===== config.mk =====
export PLATFORM = sky130hd
export DESIGN_NAME = burst_sync_controller_flat
export DESIGN_NICKNAME = d
export VERILOG_FILES = /design/src/rtl/pon_rx_pkg.sv /design/src/rtl/burst_sync_controller_if.sv /design/src/rtl/sat_counter.sv /design/src/rtl/burst_sync_controller.sv /design/src/flat_wrapper.sv
export SDC_FILE = /design/constraint.sdc
export NUM_CORES = 1
export LEC_CHECK = 0
export CAP_MARGIN = 25
export CELL_PAD_IN_SITES_DETAIL_PLACEMENT = 1
export CELL_PAD_IN_SITES_GLOBAL_PLACEMENT = 2
export CORE_ASPECT_RATIO = 1.75
export CORE_MARGIN = 2
export CORE_UTILIZATION = 38
export CTS_BUF_LIST = sky130_fd_sc_hd__clkbuf_8
export DETAILED_ROUTE_END_ITERATION = 16
export GPL_ROUTABILITY_DRIVEN = 0
export GPL_TIMING_DRIVEN = 0
export PLACE_DENSITY = 0.89
export SETUP_SLACK_MARGIN = 0.1
export SYNTH_ARGS = -nofsm -noshare
export SYNTH_HDL_FRONTEND = slang
export SYNTH_SLANG_ARGS = --single-unit
export TNS_END_PERCENT = 100

===== constraint.sdc =====
create_clock -name in_clock -period 6.4 [get_ports in_clock]
set_input_delay 1.28 -clock in_clock [delete_from_list [all_inputs] [get_ports in_clock]]
set_output_delay 1.28 -clock in_clock [all_outputs]
set_load 0.03 [all_outputs]

===== src/rtl/pon_rx_pkg.sv =====
// Shared PON upstream receive types: burst sequencer states and synchronizer pipeline constants.
// Pure declarations; no latency or backpressure of its own.
package pon_rx_pkg;

  typedef enum logic [2:0] {
    ST_IDLE,
    ST_FLUSH,
    ST_SEARCH,
    ST_ALIGN,
    ST_PAYLOAD,
    ST_FAIL
  } state_e;

  // Buffer + SAD + min-tree latency, and detect-to-first-aligned-word latency.
  localparam int PIPE_FILL_DEF = 4;
  localparam int DATA_LAT_DEF  = 3;

  localparam int LEN_W_DEF  = 16;
  localparam int WIN_W_DEF  = 8;
  localparam int STAT_W_DEF = 16;
  localparam int THR_W      = 7;
  localparam int PHASE_W    = 8;

endpackage


===== src/rtl/burst_sync_controller_if.sv =====
// Grant-scheduler / synchronizer control bundle for the burst sequencer.
// master drives the in_* side (scheduler, synchronizer status); slave is the sequencer.
interface burst_sync_controller_if
  import pon_rx_pkg::*;
#(
  parameter int LEN_W  = LEN_W_DEF,
  parameter int WIN_W  = WIN_W_DEF,
  parameter int STAT_W = STAT_W_DEF
);

  logic              in_grant;
  logic [LEN_W-1:0]  in_burst_len;
  logic [WIN_W-1:0]  in_search_win;
  logic [THR_W-1:0]  in_threshold_cfg;
  logic              in_detected;
  logic              in_stat_clear;

  logic              out_sync_reset;
  logic              out_sync_enable;
  logic [THR_W-1:0]  out_threshold;
  logic              out_data_valid;
  logic              out_sof;
  logic              out_eof;
  logic              out_busy;
  logic              out_burst_ok;
  logic              out_burst_fail;
  logic [STAT_W-1:0] out_lock_count;
  logic [STAT_W-1:0] out_fail_count;
  logic [STAT_W-1:0] out_grant_drop;

  modport master (
    output in_grant, in_burst_len, in_search_win, in_threshold_cfg,
           in_detected, in_stat_clear,
    input  out_sync_reset, out_sync_enable, out_threshold, out_data_valid,
           out_sof, out_eof, out_busy, out_burst_ok, out_burst_fail,
           out_lock_count, out_fail_count, out_grant_drop
  );

  modport slave (
    input  in_grant, in_burst_len, in_search_win, in_threshold_cfg,
           in_detected, in_stat_clear,
    output out_sync_reset, out_sync_enable, out_threshold, out_data_valid,
           out_sof, out_eof, out_busy, out_burst_ok, out_burst_fail,
           out_lock_count, out_fail_count, out_grant_drop
  );

endinterface


===== src/rtl/sat_counter.sv =====
// Saturating event counter; synchronous clear wins over a coincident increment.
// Count is visible the cycle after in_inc; never stalls.
module sat_counter #(
  parameter int STAT_W = 16
) (
  input  logic              in_clock,
  input  logic              in_reset_n,
  input  logic              in_inc,
  input  logic              in_clr,
  output logic [STAT_W-1:0] out_count
);

  logic [STAT_W-1:0] r_count;
  logic              w_at_max;

  assign w_at_max = (r_count == {STAT_W{1'b1}});

  always_ff @(posedge in_clock or negedge in_reset_n) begin
    if (!in_reset_n) begin
      r_count <= '0;
    end else if (in_clr) begin
      r_count <= '0;
    end else if (in_inc && !w_at_max) begin
      r_count <= r_count + STAT_W'(1);
    end
  end

  assign out_count = r_count;

endmodule


===== src/rtl/burst_sync_controller.sv =====
// Per-burst sequencer for the upstream burst-mode synchronizer: flush, bounded search, align, framed payload.
// Registered Moore outputs one cycle behind the transition; grants arriving while busy are dropped and counted.
module burst_sync_controller
  import pon_rx_pkg::*;
#(
  parameter int LEN_W     = LEN_W_DEF,
  parameter int WIN_W     = WIN_W_DEF,
  parameter int STAT_W    = STAT_W_DEF,
  parameter int PIPE_FILL = PIPE_FILL_DEF,
  parameter int DATA_LAT  = DATA_LAT_DEF
) (
  input logic                    in_clock,
  input logic                    in_reset_n,
  burst_sync_controller_if.slave bus
);

  state_e             r_state;
  state_e             w_nxt_state;

  logic [LEN_W-1:0]   r_len;
  logic [WIN_W-1:0]   r_win;
  logic [PHASE_W-1:0] r_fill_cnt;
  logic [WIN_W-1:0]   r_win_cnt;
  logic [PHASE_W-1:0] r_align_cnt;
  logic [LEN_W-1:0]   r_word_cnt;

  logic [PHASE_W-1:0] w_nxt_fill;
  logic [WIN_W-1:0]   w_nxt_win;
  logic [PHASE_W-1:0] w_nxt_align;
  logic [LEN_W-1:0]   w_nxt_word;

  logic               w_ok;
  logic               w_fail;
  logic               w_sof;
  logic               w_drop;

  logic               r_sync_reset;
  logic               r_sync_enable;
  logic [THR_W-1:0]   r_threshold;
  logic               r_data_valid;
  logic               r_sof;
  logic               r_eof;
  logic               r_busy;
  logic               r_burst_ok;
  logic               r_burst_fail;

  // Acceptance keys off the registered state, so a grant on the PAYLOAD exit cycle is a drop.
  assign w_drop = bus.in_grant && (r_state != ST_IDLE);

  always_comb begin
    w_nxt_state = r_state;
    w_nxt_fill  = r_fill_cnt;
    w_nxt_win   = r_win_cnt;
    w_nxt_align = r_align_cnt;
    w_nxt_word  = r_word_cnt;
    w_ok        = 1'b0;
    w_fail      = 1'b0;
    w_sof       = 1'b0;
    case (r_state)
      ST_IDLE: begin
        if (bus.in_grant) begin
          w_nxt_state = ST_FLUSH;
          w_nxt_fill  = PHASE_W'(PIPE_FILL - 1);
        end
      end
      ST_FLUSH: begin
        if (r_fill_cnt == '0) begin
          w_nxt_state = ST_SEARCH;
          w_nxt_win   = r_win;
        end else begin
          w_nxt_fill = r_fill_cnt - PHASE_W'(1);
        end
      end
      ST_SEARCH: begin
        // Detection is checked before expiry so a hit on the last window cycle still locks.
        if (bus.in_detected) begin
          w_nxt_state = ST_ALIGN;
          w_nxt_align = PHASE_W'(DATA_LAT - 1);
        end else if (r_win_cnt == '0) begin
          w_nxt_state = ST_FAIL;
          w_fail      = 1'b1;
        end else begin
          w_nxt_win = r_win_cnt - WIN_W'(1);
        end
      end
      ST_ALIGN: begin
        if (r_align_cnt == '0) begin
          if (r_len == '0) begin
            w_nxt_state = ST_IDLE;
            w_ok        = 1'b1;
          end else begin
            w_nxt_state = ST_PAYLOAD;
            w_nxt_word  = r_len;
            w_sof       = 1'b1;
          end
        end else begin
          w_nxt_align = r_align_cnt - PHASE_W'(1);
        end
      end
      ST_PAYLOAD: begin
        w_nxt_word = r_word_cnt - LEN_W'(1);
        if (r_word_cnt <= LEN_W'(1)) begin
          w_nxt_state = ST_IDLE;
          w_ok        = 1'b1;
        end
      end
      ST_FAIL: begin
        w_nxt_state = ST_IDLE;
      end
      default: begin
        w_nxt_state = ST_IDLE;
      end
    endcase
  end

  always_ff @(posedge in_clock or negedge in_reset_n) begin
    if (!in_reset_n) begin
      r_state     <= ST_IDLE;
      r_len       <= '0;
      r_win       <= '0;
      r_fill_cnt  <= '0;
      r_win_cnt   <= '0;
      r_align_cnt <= '0;
      r_word_cnt  <= '0;
    end else begin
      r_state     <= w_nxt_state;
      r_fill_cnt  <= w_nxt_fill;
      r_win_cnt   <= w_nxt_win;
      r_align_cnt <= w_nxt_align;
      r_word_cnt  <= w_nxt_word;
      if ((r_state == ST_IDLE) && bus.in_grant) begin
        r_len <= bus.in_burst_len;
        r_win <= bus.in_search_win;
      end
    end
  end

  // Outputs are decoded from the next state so they line up with the state register.
  always_ff @(posedge in_clock or negedge in_reset_n) begin
    if (!in_reset_n) begin
      r_sync_reset  <= 1'b1;
      r_sync_enable <= 1'b0;
      r_threshold   <= '0;
      r_data_valid  <= 1'b0;
      r_sof         <= 1'b0;
      r_eof         <= 1'b0;
      r_busy        <= 1'b0;
      r_burst_ok    <= 1'b0;
      r_burst_fail  <= 1'b0;
    end else begin
      r_sync_reset  <= (w_nxt_state == ST_IDLE);
      r_sync_enable <= (w_nxt_state == ST_SEARCH);
      r_data_valid  <= (w_nxt_state == ST_PAYLOAD);
      r_sof         <= w_sof;
      r_eof         <= (w_nxt_state == ST_PAYLOAD) && (w_nxt_word == LEN_W'(1));
      r_busy        <= (w_nxt_state != ST_IDLE);
      r_burst_ok    <= w_ok;
      r_burst_fail  <= w_fail;
      if (r_state == ST_IDLE) begin
        r_threshold <= bus.in_threshold_cfg;
      end
    end
  end

  assign bus.out_sync_reset  = r_sync_reset;
  assign bus.out_sync_enable = r_sync_enable;
  assign bus.out_threshold   = r_threshold;
  assign bus.out_data_valid  = r_data_valid;
  assign bus.out_sof         = r_sof;
  assign bus.out_eof         = r_eof;
  assign bus.out_busy        = r_busy;
  assign bus.out_burst_ok    = r_burst_ok;
  assign bus.out_burst_fail  = r_burst_fail;

  sat_counter #(.STAT_W(STAT_W)) u_lock_cnt (
    .in_clock   (in_clock),
    .in_reset_n (in_reset_n),
    .in_inc     (w_ok),
    .in_clr     (bus.in_stat_clear),
    .out_count  (bus.out_lock_count)
  );

  sat_counter #(.STAT_W(STAT_W)) u_fail_cnt (
    .in_clock   (in_clock),
    .in_reset_n (in_reset_n),
    .in_inc     (w_fail),
    .in_clr     (bus.in_stat_clear),
    .out_count  (bus.out_fail_count)
  );

  sat_counter #(.STAT_W(STAT_W)) u_drop_cnt (
    .in_clock   (in_clock),
    .in_reset_n (in_reset_n),
    .in_inc     (w_drop),
    .in_clr     (bus.in_stat_clear),
    .out_count  (bus.out_grant_drop)
  );

endmodule


===== src/flat_wrapper.sv =====
// flat-port wrapper written by rule: the top's interface ports become plain ports
module burst_sync_controller_flat import pon_rx_pkg::*;
#(
  parameter int LEN_W     = LEN_W_DEF,
  parameter int WIN_W     = WIN_W_DEF,
  parameter int STAT_W    = STAT_W_DEF,
  parameter int PIPE_FILL = PIPE_FILL_DEF,
  parameter int DATA_LAT  = DATA_LAT_DEF
)
  (in_clock, in_reset_n, bus_in_grant, bus_in_burst_len, bus_in_search_win, bus_in_threshold_cfg, bus_in_detected, bus_in_stat_clear, bus_out_sync_reset, bus_out_sync_enable, bus_out_threshold, bus_out_data_valid, bus_out_sof, bus_out_eof, bus_out_busy, bus_out_burst_ok, bus_out_burst_fail, bus_out_lock_count, bus_out_fail_count, bus_out_grant_drop);
  burst_sync_controller_if #(.LEN_W(LEN_W), .WIN_W(WIN_W), .STAT_W(STAT_W)) bus_i ();
  input logic in_clock;
  input logic in_reset_n;
  input wire logic [$bits(bus_i.in_grant)-1:0] bus_in_grant;
  input wire logic [$bits(bus_i.in_burst_len)-1:0] bus_in_burst_len;
  input wire logic [$bits(bus_i.in_search_win)-1:0] bus_in_search_win;
  input wire logic [$bits(bus_i.in_threshold_cfg)-1:0] bus_in_threshold_cfg;
  input wire logic [$bits(bus_i.in_detected)-1:0] bus_in_detected;
  input wire logic [$bits(bus_i.in_stat_clear)-1:0] bus_in_stat_clear;
  output wire logic [$bits(bus_i.out_sync_reset)-1:0] bus_out_sync_reset;
  output wire logic [$bits(bus_i.out_sync_enable)-1:0] bus_out_sync_enable;
  output wire logic [$bits(bus_i.out_threshold)-1:0] bus_out_threshold;
  output wire logic [$bits(bus_i.out_data_valid)-1:0] bus_out_data_valid;
  output wire logic [$bits(bus_i.out_sof)-1:0] bus_out_sof;
  output wire logic [$bits(bus_i.out_eof)-1:0] bus_out_eof;
  output wire logic [$bits(bus_i.out_busy)-1:0] bus_out_busy;
  output wire logic [$bits(bus_i.out_burst_ok)-1:0] bus_out_burst_ok;
  output wire logic [$bits(bus_i.out_burst_fail)-1:0] bus_out_burst_fail;
  output wire logic [$bits(bus_i.out_lock_count)-1:0] bus_out_lock_count;
  output wire logic [$bits(bus_i.out_fail_count)-1:0] bus_out_fail_count;
  output wire logic [$bits(bus_i.out_grant_drop)-1:0] bus_out_grant_drop;
  assign bus_i.in_grant = bus_in_grant;
  assign bus_i.in_burst_len = bus_in_burst_len;
  assign bus_i.in_search_win = bus_in_search_win;
  assign bus_i.in_threshold_cfg = bus_in_threshold_cfg;
  assign bus_i.in_detected = bus_in_detected;
  assign bus_i.in_stat_clear = bus_in_stat_clear;
  assign bus_out_sync_reset = bus_i.out_sync_reset;
  assign bus_out_sync_enable = bus_i.out_sync_enable;
  assign bus_out_threshold = bus_i.out_threshold;
  assign bus_out_data_valid = bus_i.out_data_valid;
  assign bus_out_sof = bus_i.out_sof;
  assign bus_out_eof = bus_i.out_eof;
  assign bus_out_busy = bus_i.out_busy;
  assign bus_out_burst_ok = bus_i.out_burst_ok;
  assign bus_out_burst_fail = bus_i.out_burst_fail;
  assign bus_out_lock_count = bus_i.out_lock_count;
  assign bus_out_fail_count = bus_i.out_fail_count;
  assign bus_out_grant_drop = bus_i.out_grant_drop;
  burst_sync_controller #(.LEN_W(LEN_W), .WIN_W(WIN_W), .STAT_W(STAT_W), .PIPE_FILL(PIPE_FILL), .DATA_LAT(DATA_LAT)) u_core (.in_clock(in_clock), .in_reset_n(in_reset_n), .bus(bus_i));
endmodule

Yosys cells after proc, flatten, opt, wreduce, memory -nomap -nowiden

Cells that the tools add are included.

Register bits: 130
Input port bits: 36
Output and inout port bits: 63
Logic and storage cells: 107

$add $sub $neg: 7
Order comparisons: 1
Equality and inequality tests: 17
Multiplexer cells: 37
Reduce and logical (&&, ||, !) cells: 26

Operators by type and width:

| kind                  | number |
|---|---|
| $mux 16               | 8 |
| $mux 8                | 7 |
| $add 16x1->16 const B | 3 |
| $eq 16x16->1 const B  | 3 |
| $pmux 8 s2            | 3 |
| $pmux 16 s2           | 1 |
| $logic_not 8->1       | 3 |
| $sub 8x1->8 const B   | 3 |
| $mux 3                | 7 |
| $eq 16x1->1 const B   | 1 |
| $le 16x1->1 const B   | 1 |
| $logic_not 16->1      | 1 |
| $sub 16x1->16 const B | 1 |
| $pmux 3 s5            | 1 |
| $ne 2x2->1 const B    | 6 |
| $reduce_bool 2->1     | 6 |
| $eq 3x2->1 const B    | 3 |
| $mux 1                | 9 |
| $eq 3x3->1 const B    | 2 |
| $logic_and 1x1->1     | 6 |
| $logic_not 3->1       | 2 |
| $reduce_and 3->1      | 2 |
| $reduce_bool 3->1     | 2 |
| $reduce_and 4->1      | 1 |
| other kinds (4)       | 6 |

Longest topological paths before layout

Depth in word-level cells: 7
Depth in mapped cells: 11
Gate-level depth less buffers: 10

Hierarchy

Synthesis repeated with hierarchy kept, for this count alone.

Cell total of the unflattened synthesis: 665
Area total of the unflattened synthesis: 6727.7 µm²

Modules (own cells, without submodules):

| module                | instances | cells an instance | area each (µm²) | seq. area each (µm²) |
|---|---|---|---|---|
| burst_sync_controller | 1         | 356               | 3784.9          | 2053.2 |
| sat_counter           | 3         | 103               | 980.9           | 400.4 |

Worst setup path before layout

Ideal clock, no wire load.

Path type: in2reg
Start point: in bus_in_grant
End point: reg u_core.r_win_cnt[6]
Setup time: 0.129 ns
Arrival: 2.563 ns
Data required time: 6.271 ns
Path slack: 3.708 ns
Cell stages on the path: 7
Buffers on the path: 1
Cell sequence: o21ai_0 > a21oi_1 > or3b_2 > nand2b_4 > buf_2 > o21ai_0 > o21ai_0

RTL lines:

| item                   | RTL line                     | RTL |
|---|---|---|
| start: declaration     | flat_wrapper.sv:14           | `input wire logic [$bits(bus_i.in_grant)-1:0] bus_in_grant;` |
| end signal: assignment | burst_sync_controller.sv:128 | `r_win_cnt <= w_nxt_win;` |
| end: declaration       | burst_sync_controller.sv:23  | `logic [WIN_W-1:0] r_win_cnt;` |

==> out/qor.csv <==
stage,metric,value,unit
synthesis,synthesis.area,6390,um^2
synthesis,post_synth_edffs,0,
power,clockPowerShare,24.3,%
power,power.net_switching,1.13,mW
clock_network,tritoncts_clock_tree,yes,
synthesis,top_area_cells_in_the_synthesized_netlist,"sky130_fd_sc_hd__dfrtp_1 51%, sky130_fd_sc_hd__mux2_2 5.5%, sky130_fd_sc_hd__nor2_1 5.0%, sky130_fd_sc_hd__xnor2_1 3.4%, sky130_fd_sc_hd__xor2_1 2.9%",
power,p_leak,3.31,nW
grt,gr-max-usage-layer,met2,
grt,wire_length_of_the_first_global_routing_pass,29500,um
detailed_routing,first_pass_iters,4,
worst_hold_path,hold_class,reg2reg,
synthesis,post_synth_mux_area_share,5.93,%
sta,final_period_minus_worst_setup_slack,2.99,ns
detailed_routing,drt_drc_violations_left,0,
synthesis,yosys_synthesis_warning_count,0,
detailed_routing,detail_route.iter0.violations,158,
synthesis,synth.avg_cell_area,10.3,um^2
final_layout,final_layout_size_suffix_gt1_share,12.5,%
power,p_sw_share,37.1,%
synthesis,synth_compound_gate_area_share,9.38,%
sta,timing_max_transition_violations_final,0,
detailed_routing,viasPerCell,5.35,
worst_setup_path,critical_path_arrival,3.31,ns
die,floorplan.die.width,102,um
power,power_density,377,nW/um^2
worst_setup_path,worst-path-max-fanout,10,
final_layout,multiInputGateArea,2970,um^2
synthesis,yosys-top-cells-count,"129 x sky130_fd_sc_hd__dfrtp_1, 85 x sky130_fd_sc_hd__nor2_1, 39 x sky130_fd_sc_hd__nand2_1",
grt,grt_util_met3,5.69,%
worst_hold_path,hold_start,u_core.bus.out_threshold[0],
synthesis,ys_types,69,
detailed_routing,wl_per_cell,18.2,um
synthesis,synth_seq_area_share,50.9,%
die,core_region_area,16400,um^2
die,floorplan.initialDensity,38.8,%
final_layout,regArea,3250,um^2
run_status,run_status,"complete, no violations",
synthesis,proportion_of_synthesized_flip_flops_having_asynchronous_set_or_reset,100,%
synthesis,combinational_family_with_the_most_area_after_synthesis,simple AND/OR/NAND/NOR gates,
synthesis,synth_top_cell_area_share,50.5,%
clock_network,cts_made_buffers,17,
sta,finalClockSkew,0.0118,ns
worst_setup_path,worst_setup_path_endpoint,u_core.r_win_cnt[6],
power,worst_ir_drop_vdd,0.147,mV
clock_network,cts_root_buf,sky130_fd_sc_hd__clkbuf_8,
synthesis,yosys_register_bits,130,
final_layout,insertedDiodeCount,0,
placement,dp.final_hpwl,13200,um
synthesis,yosys.area.top_type,sky130_fd_sc_hd__dfrtp_1,
die,floorplan.io_pins,99,
grt,grt-ovfl-total,0,
power,total_power,3.05,mW
worst_setup_path,r2r_cells,9,
clock_network,clkSinkCount,130,
job,max-cap-violations,0,
final_layout,total_nets_final,783,
placement,io_buffer_count,97,
grt,grt_pass1_vias,5910,
clock_network,clock_latency,0.45,ns
grt,met1_usage,22.6,%
synthesis,post_synthesis_share_of_cell_area_spent_on_full_adders_half_adders_and_majority_gates,1.76,%
final_layout,area_delta_synth_final,26.6,%
clock_network,cts.repair.resized,0,
final_layout,num-fill-cells,1876,
worst_setup_path,regToRegStartpoint,u_core.r_align_cnt[0],
sta,final-setup-viol-count,0,
worst_setup_path,worst-endpoint-required,6.72,ns
grt,track_usage,21.2,%
worst_setup_path,crit_path_start,bus_in_grant,
worst_setup_path,endpoint_kind,register,
die,floorplan_die_area,17900,um^2
clock_network,h-tree-depth,4,
synthesis,post_synth_xor_area_fraction,6.31,%
power,share_seq_of_total_power,41.4,%
synthesis,synth_nets,666,
detailed_routing,detail-route-antenna-nets,0,
worst_setup_path,r2r-end,u_core.bus.out_eof,
clock_network,cts_hold_buf,0,
grt,global_route.usage.met2,38.4,%
worst_setup_path,reg_to_reg_slack_setup,3.45,ns
power,power_frac_comb,34.3,%
power,power.internal,1.92,mW
sta,post-route-period-util,46.8,%
detailed_routing,drt-total-wl,17700,um
synthesis,postSynthCellCount,621,
synthesis,post_synth_and_or_nand_nor_area_fraction,23.0,%
worst_setup_path,path_class,in2reg,
sta,hold_violations,0,
sta,maxSlewHeadroom,38.3,%
grt,grt_antenna_before_repair,0,
clock_network,clk_transition_reported_paths,0.08,ns
detailed_routing,vias,5219,
synthesis,synth_top_flop_cell,sky130_fd_sc_hd__dfrtp_1,
sta,max_slew.worst_pin.slew,0.920,ns
placement,dpl_cell_area,7670,um^2
clock_network,cts_post_setup_buffers_inserted,0,
final_layout,design_area,8090,um^2
clock_network,cts.path.max_buffers,2,
die,die_outline_height,176,um
grt,grt_max_degree,83,
die,placementRows,62,
worst_setup_path,critical_path.startpoint_type,primary input,
worst_hold_path,holdPathStages,1,
synthesis,synth_most_common_cell,sky130_fd_sc_hd__dfrtp_1,
sta,timing.fmax,0.334,GHz
sta,rsz_0062_raised_after_global_routing,false,
## kinds of logic after synthesis
logic type	after synthesis
compound gates	92
xor+xnor	46
fa+ha+maj	9
buf+inv	41
flops	130
mux	34
simple gates	269
## layout make-up
cell class	instances	share of cell area, %
well taps	224	3.46
clock buffers	19	3.23
flip-flops and latches	130	40.2
repair buffers	98	12.4
inverters	20	0.928
multi-input cells	450	36.7
plain buffers	21	1.16
clock inverters	13	1.96
## flip-flops by register name (all words and copies together), names as in the netlist, 3 cells and up
name,cells
u_core.u_drop_cnt.out_count,16
u_core.u_lock_cnt.out_count,16
u_core.r_align_cnt,8
u_core.r_len,16
u_core.r_win,8
u_core.r_state,3
u_core.r_word_cnt,16
u_core.bus.out_threshold,7
u_core.r_win_cnt,8
u_core.r_fill_cnt,8
u_core.u_fail_cnt.out_count,16
## critical path: stages
cell and delay [ns]:
sky130_fd_sc_hd__clkdlybuf4s50_1 0.48, sky130_fd_sc_hd__o21ai_0 0.17, sky130_fd_sc_hd__a21oi_1 0.15, sky130_fd_sc_hd__or3b_2 0.55, sky130_fd_sc_hd__nand2b_4 0.19, sky130_fd_sc_hd__buf_2 0.21, sky130_fd_sc_hd__o21ai_0 0.18, sky130_fd_sc_hd__o21ai_0 0.10
## stage by stage
stage          hold WS [ns]  util, %  setup WS, ns  instances  TNS, ns
2_1_floorplan         0.481        -          3.71        621        0
3_3_place_gp          0.492     46.5         -1.16        942  -148.07
3_5_place_dp          0.498     46.6          2.91        943        0
4_1_cts               0.517     49.2          3.38        975        0
5_1_grt               0.537     49.2          3.16        975        0
6_report              0.510     49.2          3.41        975        0
## cells in the final DEF (no fill, tap or decap), types with 4 or more instances in the layout
cell type and count:
sky130_fd_sc_hd__dfrtp_1 129, sky130_fd_sc_hd__clkdlybuf4s50_1 96, sky130_fd_sc_hd__nor2_1 85, sky130_fd_sc_hd__nand2_1 39, sky130_fd_sc_hd__mux2_2 31, sky130_fd_sc_hd__o21ai_0 30, sky130_fd_sc_hd__a21oi_1 25, sky130_fd_sc_hd__xnor2_1 25
sky130_fd_sc_hd__nand3_1 24, sky130_fd_sc_hd__xor2_1 21, sky130_fd_sc_hd__nor3_1 19, sky130_fd_sc_hd__nand4_1 19, sky130_fd_sc_hd__inv_1 19, sky130_fd_sc_hd__clkbuf_8 19, sky130_fd_sc_hd__nor4_1 15, sky130_fd_sc_hd__or3_1 14
sky130_fd_sc_hd__clkbuf_1 13, sky130_fd_sc_hd__and4_1 9, sky130_fd_sc_hd__and3_1 9, sky130_fd_sc_hd__ha_1 9, sky130_fd_sc_hd__buf_2 6, sky130_fd_sc_hd__o211ai_1 4, sky130_fd_sc_hd__clkinv_2 4
## power groups by stage
stage | registers, mW | clock network, mW | logic [mW]
after floorplan | 1.27 | 0 | 0.683
after global placement | 1.26 | 0 | 1.00
after detailed placement | 1.28 | 0 | 1.06
after CTS | 1.27 | 0.769 | 1.07
after global routing | 1.29 | 0.804 | 1.16
final | 1.26 | 0.742 | 1.05
## routing by layer
layer | vias to the layer above | routed length [um]
met5 | - | 0
met4 | 0 | 479
met3 | 33 | 796
met2 | 120 | 9720
met1 | 2620 | 6700
li1 | 2446 | -
## worst min-delay path by stage
stage / endpoint
after floorplan: u_core.r_win[2]
after global routing: u_core.r_win[6]
after global placement: u_core.bus.out_threshold[2]
final: u_core.bus.out_threshold[0]
after CTS: u_core.bus.out_threshold[0]
after detailed placement: u_core.bus.out_threshold[0]
No activity file was read; power rests on OpenSTA's default activity.
